## config.mk

```make
export PLATFORM = sky130hd
export DESIGN_NAME = ysyx_24110015_axi_arbiter_flat
export DESIGN_NICKNAME = d
export VERILOG_FILES = /design/src/rtl/ysyx_24110015_axi_arbiter_if.sv /design/src/rtl/ysyx_24110015_axi_arbiter.sv /design/src/flat_wrapper.sv
export SDC_FILE = /design/constraint.sdc
export NUM_CORES = 1
export LEC_CHECK = 0
export ABC_AREA = 1
export BUFFER_PORTS_ARGS = -buffer_cell sky130_fd_sc_hd__buf_2
export CAP_MARGIN = 20
export CORE_AREA = 2 2 179 181
export CTS_CLUSTER_DIAMETER = 60
export CTS_CLUSTER_SIZE = 14
export DETAILED_ROUTE_END_ITERATION = 12
export DIE_AREA = 0 0 181 183
export PLACE_DENSITY = 0.32
export RECOVER_POWER = 100
export SETUP_SLACK_MARGIN = 0.02
export SKIP_CTS_REPAIR_TIMING = 1
export SYNTH_ARGS = -nofsm -noshare
export SYNTH_HDL_FRONTEND = slang
export SYNTH_SLANG_ARGS = --single-unit
```

## constraint.sdc

```tcl
create_clock -name clk -period 1.6 [get_ports clk]
set_input_delay 0.16 -clock clk [delete_from_list [all_inputs] [get_ports clk]]
set_output_delay 0.16 -clock clk [all_outputs]
set_load 0.02 [all_outputs]
```

## src/rtl/ysyx_24110015_axi_arbiter_if.sv

```systemverilog
// AXI4-lite-style bundle (single-beat write, burst-tolerant read) shared by
// the IFU, the LSU and the downstream slave port of the arbiter.
interface axi_if;
  logic [31:0] araddr;
  logic [2:0]  arsize;
  logic        arvalid;
  logic        arready;
  logic [31:0] rdata;
  logic [1:0]  rresp;
  logic        rlast;
  logic        rvalid;
  logic        rready;
  logic [31:0] awaddr;
  logic [2:0]  awsize;
  logic        awvalid;
  logic        awready;
  logic [31:0] wdata;
  logic [3:0]  wstrb;
  logic        wlast;
  logic        wvalid;
  logic        wready;
  logic [1:0]  bresp;
  logic        bvalid;
  logic        bready;

  // Seen from the arbiter: it is the slave of an upstream master.
  modport slave (
    input  araddr, arsize, arvalid, rready,
    input  awaddr, awsize, awvalid, wdata, wstrb, wlast, wvalid, bready,
    output arready, rdata, rresp, rlast, rvalid,
    output awready, wready, bresp, bvalid
  );

  // Seen from the arbiter: it is the master of the downstream slave.
  modport master (
    output araddr, arsize, arvalid, rready,
    output awaddr, awsize, awvalid, wdata, wstrb, wlast, wvalid, bready,
    input  arready, rdata, rresp, rlast, rvalid,
    input  awready, wready, bresp, bvalid
  );
endinterface

```

## src/rtl/ysyx_24110015_axi_arbiter.sv

```systemverilog
// Two-master to one-slave AXI arbiter. A registered grant selects IFU read,
// LSU read or LSU write; the granted channels are then wired straight through
// until the transaction's last response, followed by one IDLE cycle.
module ysyx_24110015_axi_arbiter #(
  parameter bit LSU_FIRST = 1'b1
) (
  input logic   clk,
  input logic   rst,
  axi_if.slave  ifu,
  axi_if.slave  lsu,
  axi_if.master out
);

  typedef enum logic [1:0] {IDLE, IFU_RD, LSU_RD, LSU_WR} state_e;

  state_e state_q, state_d;
  logic   addr_done_q, addr_done_d;
  logic   data_done_q, data_done_d;

  // State and handshake-progress registers with synchronous reset.
  always_ff @(posedge clk) begin
    // NOTE: non-blocking so all three flops update from the same pre-edge values.
    if (rst) begin
      state_q     <= IDLE;
      addr_done_q <= 1'b0;
      data_done_q <= 1'b0;
    end else begin
      state_q     <= state_d;
      addr_done_q <= addr_done_d;
      data_done_q <= data_done_d;
    end
  end

  // Arbitration in IDLE, handshake tracking and end-of-transaction detection.
  always_comb begin
    state_d     = state_q;
    addr_done_d = addr_done_q;
    data_done_d = data_done_q;
    case (state_q)
      IDLE: begin
        if (LSU_FIRST) begin
          if (lsu.awvalid)      state_d = LSU_WR;
          else if (lsu.arvalid) state_d = LSU_RD;
          else if (ifu.arvalid) state_d = IFU_RD;
        end else begin
          if (ifu.arvalid)      state_d = IFU_RD;
          else if (lsu.awvalid) state_d = LSU_WR;
          else if (lsu.arvalid) state_d = LSU_RD;
        end
      end
      IFU_RD, LSU_RD: begin
        if (out.arvalid && out.arready) addr_done_d = 1'b1;
        if (out.rvalid && out.rready && out.rlast) state_d = IDLE;
      end
      LSU_WR: begin
        if (out.awvalid && out.awready) addr_done_d = 1'b1;
        if (out.wvalid && out.wready)   data_done_d = 1'b1;
        if (out.bvalid && out.bready)   state_d = IDLE;
      end
      default: state_d = IDLE;
    endcase
    // Flags only live for the duration of one granted transaction.
    if (state_d == IDLE) begin
      addr_done_d = 1'b0;
      data_done_d = 1'b0;
    end
  end

  // Channel routing: granted master wired to out, everything else held at 0.
  always_comb begin
    // NOTE: every output is defaulted first so no state leaves a latch behind.
    out.araddr  = '0;
    out.arsize  = '0;
    out.arvalid = 1'b0;
    out.rready  = 1'b0;
    out.awaddr  = '0;
    out.awsize  = '0;
    out.awvalid = 1'b0;
    out.wdata   = '0;
    out.wstrb   = '0;
    out.wlast   = 1'b0;
    out.wvalid  = 1'b0;
    out.bready  = 1'b0;
    ifu.arready = 1'b0;
    ifu.rdata   = '0;
    ifu.rresp   = '0;
    ifu.rlast   = 1'b0;
    ifu.rvalid  = 1'b0;
    ifu.awready = 1'b0;
    ifu.wready  = 1'b0;
    ifu.bresp   = '0;
    ifu.bvalid  = 1'b0;
    lsu.arready = 1'b0;
    lsu.rdata   = '0;
    lsu.rresp   = '0;
    lsu.rlast   = 1'b0;
    lsu.rvalid  = 1'b0;
    lsu.awready = 1'b0;
    lsu.wready  = 1'b0;
    lsu.bresp   = '0;
    lsu.bvalid  = 1'b0;
    case (state_q)
      IFU_RD: begin
        out.araddr  = ifu.araddr;
        out.arsize  = ifu.arsize;
        out.arvalid = ifu.arvalid && !addr_done_q;
        ifu.arready = out.arready && !addr_done_q;
        out.rready  = ifu.rready;
        ifu.rdata   = out.rdata;
        ifu.rresp   = out.rresp;
        ifu.rlast   = out.rlast;
        ifu.rvalid  = out.rvalid;
      end
      LSU_RD: begin
        out.araddr  = lsu.araddr;
        out.arsize  = lsu.arsize;
        out.arvalid = lsu.arvalid && !addr_done_q;
        lsu.arready = out.arready && !addr_done_q;
        out.rready  = lsu.rready;
        lsu.rdata   = out.rdata;
        lsu.rresp   = out.rresp;
        lsu.rlast   = out.rlast;
        lsu.rvalid  = out.rvalid;
      end
      LSU_WR: begin
        out.awaddr  = lsu.awaddr;
        out.awsize  = lsu.awsize;
        out.awvalid = lsu.awvalid && !addr_done_q;
        lsu.awready = out.awready && !addr_done_q;
        out.wdata   = lsu.wdata;
        out.wstrb   = lsu.wstrb;
        out.wlast   = lsu.wlast;
        out.wvalid  = lsu.wvalid && !data_done_q;
        lsu.wready  = out.wready && !data_done_q;
        out.bready  = lsu.bready;
        lsu.bresp   = out.bresp;
        lsu.bvalid  = out.bvalid;
      end
      default: ;
    endcase
  end

endmodule

```

## src/flat_wrapper.sv

```systemverilog
// flat-port wrapper written by rule: the top's interface ports become plain ports
module ysyx_24110015_axi_arbiter_flat 
#(
  parameter bit LSU_FIRST = 1'b1
)
  (clk, rst, ifu_araddr, ifu_arsize, ifu_arvalid, ifu_rready, ifu_awaddr, ifu_awsize, ifu_awvalid, ifu_wdata, ifu_wstrb, ifu_wlast, ifu_wvalid, ifu_bready, ifu_arready, ifu_rdata, ifu_rresp, ifu_rlast, ifu_rvalid, ifu_awready, ifu_wready, ifu_bresp, ifu_bvalid, lsu_araddr, lsu_arsize, lsu_arvalid, lsu_rready, lsu_awaddr, lsu_awsize, lsu_awvalid, lsu_wdata, lsu_wstrb, lsu_wlast, lsu_wvalid, lsu_bready, lsu_arready, lsu_rdata, lsu_rresp, lsu_rlast, lsu_rvalid, lsu_awready, lsu_wready, lsu_bresp, lsu_bvalid, out_araddr, out_arsize, out_arvalid, out_rready, out_awaddr, out_awsize, out_awvalid, out_wdata, out_wstrb, out_wlast, out_wvalid, out_bready, out_arready, out_rdata, out_rresp, out_rlast, out_rvalid, out_awready, out_wready, out_bresp, out_bvalid);
  axi_if ifu_i ();
  axi_if lsu_i ();
  axi_if out_i ();
  input logic clk;
  input logic rst;
  input wire logic [$bits(ifu_i.araddr)-1:0] ifu_araddr;
  input wire logic [$bits(ifu_i.arsize)-1:0] ifu_arsize;
  input wire logic [$bits(ifu_i.arvalid)-1:0] ifu_arvalid;
  input wire logic [$bits(ifu_i.rready)-1:0] ifu_rready;
  input wire logic [$bits(ifu_i.awaddr)-1:0] ifu_awaddr;
  input wire logic [$bits(ifu_i.awsize)-1:0] ifu_awsize;
  input wire logic [$bits(ifu_i.awvalid)-1:0] ifu_awvalid;
  input wire logic [$bits(ifu_i.wdata)-1:0] ifu_wdata;
  input wire logic [$bits(ifu_i.wstrb)-1:0] ifu_wstrb;
  input wire logic [$bits(ifu_i.wlast)-1:0] ifu_wlast;
  input wire logic [$bits(ifu_i.wvalid)-1:0] ifu_wvalid;
  input wire logic [$bits(ifu_i.bready)-1:0] ifu_bready;
  output wire logic [$bits(ifu_i.arready)-1:0] ifu_arready;
  output wire logic [$bits(ifu_i.rdata)-1:0] ifu_rdata;
  output wire logic [$bits(ifu_i.rresp)-1:0] ifu_rresp;
  output wire logic [$bits(ifu_i.rlast)-1:0] ifu_rlast;
  output wire logic [$bits(ifu_i.rvalid)-1:0] ifu_rvalid;
  output wire logic [$bits(ifu_i.awready)-1:0] ifu_awready;
  output wire logic [$bits(ifu_i.wready)-1:0] ifu_wready;
  output wire logic [$bits(ifu_i.bresp)-1:0] ifu_bresp;
  output wire logic [$bits(ifu_i.bvalid)-1:0] ifu_bvalid;
  input wire logic [$bits(lsu_i.araddr)-1:0] lsu_araddr;
  input wire logic [$bits(lsu_i.arsize)-1:0] lsu_arsize;
  input wire logic [$bits(lsu_i.arvalid)-1:0] lsu_arvalid;
  input wire logic [$bits(lsu_i.rready)-1:0] lsu_rready;
  input wire logic [$bits(lsu_i.awaddr)-1:0] lsu_awaddr;
  input wire logic [$bits(lsu_i.awsize)-1:0] lsu_awsize;
  input wire logic [$bits(lsu_i.awvalid)-1:0] lsu_awvalid;
  input wire logic [$bits(lsu_i.wdata)-1:0] lsu_wdata;
  input wire logic [$bits(lsu_i.wstrb)-1:0] lsu_wstrb;
  input wire logic [$bits(lsu_i.wlast)-1:0] lsu_wlast;
  input wire logic [$bits(lsu_i.wvalid)-1:0] lsu_wvalid;
  input wire logic [$bits(lsu_i.bready)-1:0] lsu_bready;
  output wire logic [$bits(lsu_i.arready)-1:0] lsu_arready;
  output wire logic [$bits(lsu_i.rdata)-1:0] lsu_rdata;
  output wire logic [$bits(lsu_i.rresp)-1:0] lsu_rresp;
  output wire logic [$bits(lsu_i.rlast)-1:0] lsu_rlast;
  output wire logic [$bits(lsu_i.rvalid)-1:0] lsu_rvalid;
  output wire logic [$bits(lsu_i.awready)-1:0] lsu_awready;
  output wire logic [$bits(lsu_i.wready)-1:0] lsu_wready;
  output wire logic [$bits(lsu_i.bresp)-1:0] lsu_bresp;
  output wire logic [$bits(lsu_i.bvalid)-1:0] lsu_bvalid;
  output wire logic [$bits(out_i.araddr)-1:0] out_araddr;
  output wire logic [$bits(out_i.arsize)-1:0] out_arsize;
  output wire logic [$bits(out_i.arvalid)-1:0] out_arvalid;
  output wire logic [$bits(out_i.rready)-1:0] out_rready;
  output wire logic [$bits(out_i.awaddr)-1:0] out_awaddr;
  output wire logic [$bits(out_i.awsize)-1:0] out_awsize;
  output wire logic [$bits(out_i.awvalid)-1:0] out_awvalid;
  output wire logic [$bits(out_i.wdata)-1:0] out_wdata;
  output wire logic [$bits(out_i.wstrb)-1:0] out_wstrb;
  output wire logic [$bits(out_i.wlast)-1:0] out_wlast;
  output wire logic [$bits(out_i.wvalid)-1:0] out_wvalid;
  output wire logic [$bits(out_i.bready)-1:0] out_bready;
  input wire logic [$bits(out_i.arready)-1:0] out_arready;
  input wire logic [$bits(out_i.rdata)-1:0] out_rdata;
  input wire logic [$bits(out_i.rresp)-1:0] out_rresp;
  input wire logic [$bits(out_i.rlast)-1:0] out_rlast;
  input wire logic [$bits(out_i.rvalid)-1:0] out_rvalid;
  input wire logic [$bits(out_i.awready)-1:0] out_awready;
  input wire logic [$bits(out_i.wready)-1:0] out_wready;
  input wire logic [$bits(out_i.bresp)-1:0] out_bresp;
  input wire logic [$bits(out_i.bvalid)-1:0] out_bvalid;
  assign ifu_i.araddr = ifu_araddr;
  assign ifu_i.arsize = ifu_arsize;
  assign ifu_i.arvalid = ifu_arvalid;
  assign ifu_i.rready = ifu_rready;
  assign ifu_i.awaddr = ifu_awaddr;
  assign ifu_i.awsize = ifu_awsize;
  assign ifu_i.awvalid = ifu_awvalid;
  assign ifu_i.wdata = ifu_wdata;
  assign ifu_i.wstrb = ifu_wstrb;
  assign ifu_i.wlast = ifu_wlast;
  assign ifu_i.wvalid = ifu_wvalid;
  assign ifu_i.bready = ifu_bready;
  assign ifu_arready = ifu_i.arready;
  assign ifu_rdata = ifu_i.rdata;
  assign ifu_rresp = ifu_i.rresp;
  assign ifu_rlast = ifu_i.rlast;
  assign ifu_rvalid = ifu_i.rvalid;
  assign ifu_awready = ifu_i.awready;
  assign ifu_wready = ifu_i.wready;
  assign ifu_bresp = ifu_i.bresp;
  assign ifu_bvalid = ifu_i.bvalid;
  assign lsu_i.araddr = lsu_araddr;
  assign lsu_i.arsize = lsu_arsize;
  assign lsu_i.arvalid = lsu_arvalid;
  assign lsu_i.rready = lsu_rready;
  assign lsu_i.awaddr = lsu_awaddr;
  assign lsu_i.awsize = lsu_awsize;
  assign lsu_i.awvalid = lsu_awvalid;
  assign lsu_i.wdata = lsu_wdata;
  assign lsu_i.wstrb = lsu_wstrb;
  assign lsu_i.wlast = lsu_wlast;
  assign lsu_i.wvalid = lsu_wvalid;
  assign lsu_i.bready = lsu_bready;
  assign lsu_arready = lsu_i.arready;
  assign lsu_rdata = lsu_i.rdata;
  assign lsu_rresp = lsu_i.rresp;
  assign lsu_rlast = lsu_i.rlast;
  assign lsu_rvalid = lsu_i.rvalid;
  assign lsu_awready = lsu_i.awready;
  assign lsu_wready = lsu_i.wready;
  assign lsu_bresp = lsu_i.bresp;
  assign lsu_bvalid = lsu_i.bvalid;
  assign out_araddr = out_i.araddr;
  assign out_arsize = out_i.arsize;
  assign out_arvalid = out_i.arvalid;
  assign out_rready = out_i.rready;
  assign out_awaddr = out_i.awaddr;
  assign out_awsize = out_i.awsize;
  assign out_awvalid = out_i.awvalid;
  assign out_wdata = out_i.wdata;
  assign out_wstrb = out_i.wstrb;
  assign out_wlast = out_i.wlast;
  assign out_wvalid = out_i.wvalid;
  assign out_bready = out_i.bready;
  assign out_i.arready = out_arready;
  assign out_i.rdata = out_rdata;
  assign out_i.rresp = out_rresp;
  assign out_i.rlast = out_rlast;
  assign out_i.rvalid = out_rvalid;
  assign out_i.awready = out_awready;
  assign out_i.wready = out_wready;
  assign out_i.bresp = out_bresp;
  assign out_i.bvalid = out_bvalid;
  ysyx_24110015_axi_arbiter #(.LSU_FIRST(LSU_FIRST)) u_core (.clk(clk), .rst(rst), .ifu(ifu_i), .lsu(lsu_i), .out(out_i));
endmodule
```

==> results of run 1 <==
## Yosys cell counts
cell and count:
inv_2 79, buf_6 1, nor3b_2 1, nor3_1 1
a21oi_2 2, a21oi_1 38, clkinv_1 1, nor2_1 12
buf_4 5, buf_2 22, ha_1 4, nand2_2 3
o21ai_0 2, dfxtp_1 4, o31ai_1 1, nand2_1 236
inv_1 83, clkbuf_1 6, conb_1 1, nor3b_1 1
## area by class of cell
type                    instances  area [sq um]  area share (%)
clock buffers                   3          75.1            1.33
inverters                     163           617            11.0
multi-input cells             306          1450            25.7
flip-flops and latches          4          87.6            1.56
well taps                     402           503            8.93
repair buffers                433          2900            51.5
## worst max path at each step
stage,startpoint,end,slack [ns]
2_1_floorplan,u_core.state_q[0],out_araddr[22],0.02
3_3_place_gp,u_core.state_q[0],out_araddr[23],-0.004
3_5_place_dp,u_core.state_q[1],out_araddr[23],0.008
4_1_cts,u_core.state_q[1],out_araddr[23],-0.23
5_1_grt,u_core.state_q[1],out_araddr[20],-0.20
6_report,u_core.state_q[0],out_araddr[23],-0.12
## tightest hold or removal path, stage by stage
cell     delay (ns)
buf_2          0.09
a21oi_1        0.07
a21oi_2        0.09
## layer usage
layer / part of all wire [%] / vias to the layer above / GRT usage (%)
li1: - / 2175 / -
met1: 42 / 1732 / 8.32
met2: 53 / 150 / 14.1
met3: 4.9 / 4 / 1.07
met4: 0.41 / 0 / 0.358
met5: 0 / - / 0
## state kept, by name, indices dropped and copies added (netlist names)
| signal | cells |
|---|---|
| u_core.state_q | 2 |
| u_core.addr_done_q | 1 |
| u_core.data_done_q | 1 |
## power by group through the flow
stage                     Clock [mW]  Sequential (mW)  Combinational, mW
final                          0.388            0.135               2.37
after global routing           0.410            0.139               2.57
after CTS                      0.392            0.128               1.94
after detailed placement           0            0.129               1.94
after global placement             0            0.130               1.95
after floorplan                    0            0.125               1.01
## metrics by stage
stage	total power [mW]	std cells	TNS (ns)	utilization [%]
after floorplan	1.13	507	0	-
after global placement	2.08	1296	-0.00412	15.3
after detailed placement	2.07	1296	0	15.3
after CTS	2.46	1299	-19.21	15.6
after global routing	3.12	1311	-21.38	18.0
final	2.89	1311	-8.30	18.0
## cells by family (layout without fill, tap and decap cells)
| group | count (synthesis) | count (layout) | synth area share (%) |
|---|---|---|---|
| simple gates | 254 | 254 | 45.8 |
| buf+inv | 197 | 599 | 37.3 |
| compound gates | 43 | 43 | 10.6 |
| fa+ha+maj | 4 | 4 | 2.35 |
| flops | 4 | 4 | 3.76 |
| other cells | 1 | 5 | 0.176 |
==> impl_metrics.env, run 1 <==
export IMPL_place_hpwl_um=11600
export IMPL_rsz0062_at_grt="true"
export IMPL_cts_clk_slew_worst_paths_ns=0.03
export IMPL_crit_family="buffers and inverters"
export IMPL_wl_per_cell_um=11.2
export IMPL_max_stage_delay_ns=0.35
export IMPL_synth_top_cell_area_share_pct=41.6
export IMPL_grt_first_pass_wirelength_um=19200
export IMPL_reg2reg_depth=13
export IMPL_layout_common_cells="buf_2, nand2_1, inv_2, inv_1, buf_4"
export IMPL_area_growth_pct=165
export IMPL_ys_warn_count=0
export IMPL_hold_ws_ns=0.229
export IMPL_p_per_area_nw_per_um2=514
export IMPL_ys_ff_latch=4
export IMPL_hold_depth=3
export IMPL_diodes=0
export IMPL_postSynthAreaPerCell_sq_um=4.23
export IMPL_initial_utilization_pct=6.81
export IMPL_maxCapViolations=0
export IMPL_grt_max_degree=43
export IMPL_fp_dieW_um=181
export IMPL_crit_slowest_cell="dfxtp_4"
export IMPL_drt_iter0_markers=125
export IMPL_setup_violations=128
export IMPL_antenna_found_initial=0
export IMPL_status="complete, but fails checks"
export IMPL_drt_total_wl_um=14700
export IMPL_fin_nets=1183
export IMPL_synth_area_sq_um=2130
export IMPL_cp_cell_sequence="inv_2 > ha_4 > buf_12 > buf_12 > nand2_1 > a21oi_2 > buf_4"
export IMPL_slew_violations=0
export IMPL_violations="setup timing"
export IMPL_fin_worst_skew_ns=0.00109
export IMPL_crit_reg2reg_launch="u_core.state_q[1]"
export IMPL_cts_sinks=4
export IMPL_ys_top_cells_by_area="nand2_1, inv_1, inv_2, a21oi_1, buf_2"
export IMPL_clock_path_buffers=2
export IMPL_layout_drive_gt1_share_pct=62.8
export IMPL_root_buffer="clkbuf_16"
export IMPL_gr_total_overflow=0
export IMPL_power_frac_clock_pct=13.4
export IMPL_min_delay_path_class="primary input to flip-flop"
export IMPL_design_area_sq_um=5630
export IMPL_setup_slack_ns=-0.116
export IMPL_viasPerCell=3.10
export IMPL_post_place_ws_ns=0.00808
export IMPL_seq_area_frac_synth_pct=3.76
export IMPL_antenna_left=0
export IMPL_intPower_mw=1.51
export IMPL_crit_path_max_fanout=14
export IMPL_switching_share_pct=47.9
export IMPL_nFillCells=3663
export IMPL_layout_commonest_cell="buf_2"
export IMPL_setup_worst_path_class="flip-flop to output pin"
export IMPL_switchingPower_mw=1.38
export IMPL_layout_min_cycle_time_ns=1.72
export IMPL_period_share_pct=107
export IMPL_p_leak_nw=3.94
export IMPL_first_pass_iters=4
export IMPL_crit_arrival_ns=1.56
export IMPL_coreArea_sq_um=31200
export IMPL_hold_end="u_core.data_done_q"
export IMPL_end_kind="output pin"
export IMPL_cts_buffers=3
export IMPL_io_buffers=383
export IMPL_gp_congestion=0.750
export IMPL_grt_total_usage_pct=7.09
export IMPL_clock_latency_ns=0.22
export IMPL_die_area_sq_um=33100
export IMPL_reg2reg_to="u_core.data_done_q"
export IMPL_yosysTopAreaCell="nand2_1"
export IMPL_die_h_um=183
export IMPL_critical_path_required_ns=1.44
export IMPL_vias=4061
export IMPL_dpl_cell_area_sq_um=4790
export IMPL_cpMostUsedCell="buf_12"
export IMPL_first_global_vias=3542
export IMPL_max_freq_mhz=583
export IMPL_r2r_slack_ns=-0.05
export IMPL_postSynthCellCount=503
export IMPL_synth_cell_type_count=20
export IMPL_seq_power_share_pct=4.7
export IMPL_cts_tree="done"
export IMPL_rows=65
export IMPL_min_delay_start="out_wready"
export IMPL_hold_viol=0
export IMPL_combinationalPowerShare_pct=81.9
export IMPL_htree_num_levels=1
export IMPL_start_kind="flip-flop"
export IMPL_ir_drop_mv=0.475
export IMPL_drc=0
export IMPL_io_pins=464
export IMPL_worst_path_buf_inv=4
export IMPL_cp_depth=7
Note: power is estimated with default switching activity, not from simulation.
==> run 2: changes to the inputs <==
- PLACE_DENSITY: 0.32 -> unset
==> run 2 against run 1 <==
Compared with the run above: the flow still finishes with violations (setup timing); sequential share of layout area shrank 0.27 points; global-route usage fell by 1.2 points; combinational power grew 27%; non-clock buffer count increased by 15; critical path depth did not move; utilization is 3.7 points higher; sequential power is essentially flat; critical endpoint is now out_arsize[0].
==> impl_metrics.env, run 2 (synthesized netlist as in run 1, its figures left out) <==
export IMPL_drc=0
export IMPL_vias=4581
export IMPL_io_buffers=383
export IMPL_rows=65
export IMPL_gp_congestion=0.774
export IMPL_crit_slowest_cell="dfxtp_4"
export IMPL_nFillCells=3378
export IMPL_antenna_left=0
export IMPL_reg2reg_depth=12
export IMPL_cp_cell_sequence="inv_4 > ha_4 > inv_6 > buf_12 > buf_8 > a21oi_2 > buf_4"
export IMPL_root_buffer="clkbuf_16"
export IMPL_first_pass_iters=4
export IMPL_largest_reg_flops=2
export IMPL_largest_register="u_core.state_q"
export IMPL_crit_path_max_fanout=8
export IMPL_drt_iter0_markers=193
export IMPL_cts_buffers=3
export IMPL_diodes=0
export IMPL_place_hpwl_um=9620
export IMPL_viasPerCell=3.45
export IMPL_maxCapViolations=0
export IMPL_layout_commonest_cell="buf_2"
export IMPL_reg2reg_to="u_core.data_done_q"
export IMPL_end_kind="output pin"
export IMPL_min_delay_start="rst"
export IMPL_period_share_pct=108
export IMPL_cts_clk_slew_worst_paths_ns=0.03
export IMPL_coreArea_sq_um=31200
export IMPL_r2r_slack_ns=0
export IMPL_io_pins=464
export IMPL_grt_max_degree=49
export IMPL_tns_ns=-5.30
export IMPL_antenna_found_initial=0
export IMPL_layout_min_cycle_time_ns=1.73
export IMPL_setup_violations=133
export IMPL_gr_total_overflow=0
export IMPL_crit_reg2reg_launch="u_core.state_q[1]"
export IMPL_violations="setup timing"
export IMPL_rsz0062_at_grt="true"
export IMPL_ff_latch_area_sq_um=87.6
export IMPL_die_h_um=183
export IMPL_hold_viol=0
export IMPL_grt_total_usage_pct=5.91
export IMPL_start_kind="flip-flop"
export IMPL_critPathCapture="out_arsize[0]"
export IMPL_wl_per_cell_um=13.3
export IMPL_multi_input_area_sq_um=1910
export IMPL_setup_slack_ns=-0.132
export IMPL_layout_common_cells="buf_2, nand2_1, inv_2, buf_4, buf_6"
export IMPL_status="complete, but fails checks"
export IMPL_final_core_util_pct=21.8
export IMPL_area_growth_pct=220
export IMPL_cts_tree="done"
export IMPL_startpoint="u_core.state_q[0]"
export IMPL_clock_path_buffers=2
export IMPL_ir_drop_mv=0.826
export IMPL_initial_utilization_pct=6.81
export IMPL_p_per_area_nw_per_um2=521
export IMPL_setup_worst_path_class="flip-flop to output pin"
export IMPL_grt_first_pass_wirelength_um=16800
export IMPL_die_area_sq_um=33100
export IMPL_cts_sinks=4
export IMPL_clock_latency_ns=0.22
export IMPL_critical_path_required_ns=1.44
export IMPL_crit_arrival_ns=1.57
export IMPL_slew_violations=0
export IMPL_drt_total_wl_um=17600
export IMPL_reg_top3="u_core.state_q x2, u_core.addr_done_q x1, u_core.data_done_q x1"
export IMPL_min_delay_path_class="primary input to flip-flop"
export IMPL_layout_drive_gt1_share_pct=77.2
export IMPL_max_stage_delay_ns=0.37
export IMPL_fp_dieW_um=181
export IMPL_first_global_vias=3549
export IMPL_fin_worst_skew_ns=0.000241
export IMPL_fin_nets=1198
export IMPL_htree_num_levels=1
export IMPL_p_leak_nw=4.35
export IMPL_max_freq_mhz=578
==> run 2: cell count changes in the layout (fill, tap and decap cells not counted), moves of 30 or more <==
cell / change
buf_2: -87
nand2_1: -85
nand2_2: +55
buf_4: +46
buf_6: +37
nand2_4: +30
==> run 2: worst min path at each step <==
stage,end,cells after the start
2_1_floorplan,u_core.data_done_q,2
3_3_place_gp,u_core.data_done_q,3
3_5_place_dp,u_core.data_done_q,3
4_1_cts,u_core.data_done_q,3
5_1_grt,u_core.state_q[1],4
6_report,u_core.state_q[1],4
==> run 2: layout make-up <==
cell class / instances / share of cell area, %
Clock buffer: 3 / 1.10
Inverter: 163 / 9.18
Multi-Input combinational cell: 306 / 28.1
Sequential cell: 4 / 1.29
Tap cell: 402 / 7.40
Timing Repair Buffer: 448 / 53.0
==> run 2: power breakdown <==
part           switching, mW  total, mW  internal [mW]
clock                 0.0648      0.384          0.319
sequential            0.0202      0.136          0.116
combinational           1.63       3.02           1.39
total                   1.72       3.54           1.82
==> run 2: routing by layer <==
layer / wire [um] / track usage (%) / up-vias / part of all wire [%]
li1: - / - / 2210 / -
met1: 6980 / 7.10 / 2111 / 40
met2: 9040 / 11.4 / 242 / 51
met3: 1260 / 0.814 / 18 / 7.1
met4: 330 / 0.650 / 0 / 1.9
met5: 0 / 0 / - / 0
==> run 2: critical path, delay by kind of cell, from the launching register on <==
family | cells | cell delay, ns
buffers and inverters | 5 | 0.55
AO/OA/AOI/OAI | 1 | 0.13
flip-flops | 1 | 0.37
adder cells (fa/ha/maj) | 1 | 0.29
==> run 2: stage by stage <==
stage | total power [mW] | hold WS, ns | worst slack, ns | std cells | cell area [sq um]
finish | 3.54 | 0.250 | -0.132 | 1326 | 6800
global route | 3.73 | 0.271 | -0.172 | 1326 | 6800
CTS | 2.30 | 0.231 | -0.353 | 1282 | 4700
detailed placement | 1.91 | 0.453 | -0.121 | 1279 | 4620
global placement | 1.90 | 0.441 | -0.0921 | 1279 | 4620
floorplan | 1.13 | 0.333 | 0.0188 | 507 | 2140
==> run 3: changes to the inputs <==
- REMOVE_ABC_BUFFERS: unset -> 1
==> run 3 against run 2 <==
Compared with the run above: the flow still finishes with violations (setup timing); fmax fell by 1.2%; critical path depth unchanged; die area unchanged; hold slack got worse by 0.026 ns; global-route usage is 1.7 points higher; largest cell class unchanged; non-clock buffer count decreased by 18; worst setup slack lost 0.020 ns; critical endpoint is now out_araddr[15].
==> impl_metrics.env, run 3 (synthesized netlist as in run 1, its figures left out) <==
export IMPL_grt_max_degree=76
export IMPL_intPower_mw=1.73
export IMPL_p_per_area_nw_per_um2=550
export IMPL_drt_total_wl_um=20500
export IMPL_rows=65
export IMPL_violations="setup timing"
export IMPL_maxCapViolations=0
export IMPL_slew_violations=0
export IMPL_hold_viol=0
export IMPL_gp_congestion=0.785
export IMPL_fin_worst_skew_ns=0.00119
export IMPL_clock_path_buffers=2
export IMPL_htree_num_levels=1
export IMPL_cts_sinks=4
export IMPL_status="complete, but fails checks"
export IMPL_largest_reg_flops=2
export IMPL_grt_first_pass_wirelength_um=19700
export IMPL_tns_ns=-5.35
export IMPL_crit_path_max_fanout=7
export IMPL_coreArea_sq_um=31200
export IMPL_setup_slack_ns=-0.152
export IMPL_antenna_found_initial=11
export IMPL_layout_drive_gt1_share_pct=71.3
export IMPL_layout_commonest_cell="buf_2"
export IMPL_grt_total_usage_pct=7.62
export IMPL_root_buffer="clkbuf_16"
export IMPL_layout_common_cells="buf_2, nand2_1, inv_2, buf_4, inv_1"
export IMPL_drc=0
export IMPL_period_share_pct=109
export IMPL_switchingPower_mw=1.77
export IMPL_die_area_sq_um=33100
export IMPL_layout_min_cycle_time_ns=1.75
export IMPL_die_h_um=183
export IMPL_clock_latency_ns=0.22
export IMPL_setup_violations=86
export IMPL_fp_dieW_um=181
export IMPL_cts_buffers=3
export IMPL_viasPerCell=3.44
export IMPL_first_pass_iters=5
export IMPL_setup_worst_path_class="flip-flop to output pin"
export IMPL_area_growth_pct=199
export IMPL_nFillCells=3521
export IMPL_cts_tree="done"
export IMPL_wl_per_cell_um=15.6
export IMPL_seq_power_share_pct=4.0
export IMPL_vias=4518
export IMPL_power_frac_clock_pct=11.0
export IMPL_critical_path_required_ns=1.44
export IMPL_first_global_vias=3501
export IMPL_io_buffers=383
export IMPL_rsz0062_at_grt="true"
export IMPL_p_leak_nw=4.24
export IMPL_min_delay_path_class="primary input to flip-flop"
export IMPL_combinationalPowerShare_pct=85.0
export IMPL_largest_register="u_core.state_q"
export IMPL_cts_clk_slew_worst_paths_ns=0.03
export IMPL_ir_drop_mv=0.222
export IMPL_multi_input_area_sq_um=1830
export IMPL_post_place_ws_ns=-0.132
export IMPL_antenna_left=0
export IMPL_fin_nets=1180
export IMPL_io_pins=464
export IMPL_gr_total_overflow=0
export IMPL_end_kind="output pin"
export IMPL_drt_iter0_markers=222
export IMPL_place_hpwl_um=12300
export IMPL_reg_top3="u_core.state_q x2, u_core.addr_done_q x1, u_core.data_done_q x1"
export IMPL_crit_arrival_ns=1.59
export IMPL_start_kind="flip-flop"
export IMPL_max_freq_mhz=571
export IMPL_initial_utilization_pct=6.81
export IMPL_power_total_mw=3.50
export IMPL_switching_share_pct=50.5
export IMPL_ff_latch_area_sq_um=87.6
-- run 3: worst paths after layout --
| kind | from | to | slack (ns) | depth (start not counted) |
|---|---|---|---|---|
| worst max-delay path | u_core.state_q[0] | out_araddr[15] | -0.15 | 7 |
| worst min-delay path | out_wready | u_core.data_done_q | 0.22 | 3 |
| worst max register to register | u_core.state_q[0] | u_core.data_done_q | 0 | 12 |
| worst min register to register | u_core.addr_done_q | u_core.addr_done_q | 0.55 | 2 |
-- run 3: per-layer routing --
layer  up-vias  routed length (um)  global-route usage (%)
met5         -                  75                       0
met4        10                 136                    1.20
li1       2184                   -                       -
met3        21                1540                    2.30
met2       216                9910                    12.9
met1      2087                8890                    9.72
-- run 3: layout make-up --
type,instances,area share (%)
repair buffers,430,50.7
multi-input cells,306,28.8
inverters,163,9.89
well taps,402,7.91
flip-flops and latches,4,1.38
clock buffers,3,1.18
diodes,6,0.236
-- run 3: through the flow --
step	hold WS, ns	utilization (%)	std cells	instance area [sq um]
after floorplan	0.333	-	473	1960
after global placement	0.440	14.5	1268	4510
after detailed placement	0.449	14.5	1268	4510
after CTS	0.226	14.7	1271	4590
after global routing	0.243	20.3	1310	6350
final	0.224	20.4	1314	6360
-- run 3: power groups by stage --
stage,Clock (mW),Sequential (mW),Combinational [mW]
6_report,0.384,0.140,2.98
5_1_grt,0.409,0.143,3.17
4_1_cts,0.392,0.128,1.75
3_5_place_dp,0,0.129,1.74
3_3_place_gp,0,0.129,1.73
2_1_floorplan,0,0.125,0.951
-- run 3: critical path, cell delays in order (launching register included) --
cell and delay [ns]:
dfxtp_4 0.36, inv_4 0.08, ha_4 0.26, buf_12 0.15, clkbuf_16 0.16, nand2_2 0.07
a21oi_2 0.12, buf_4 0.15
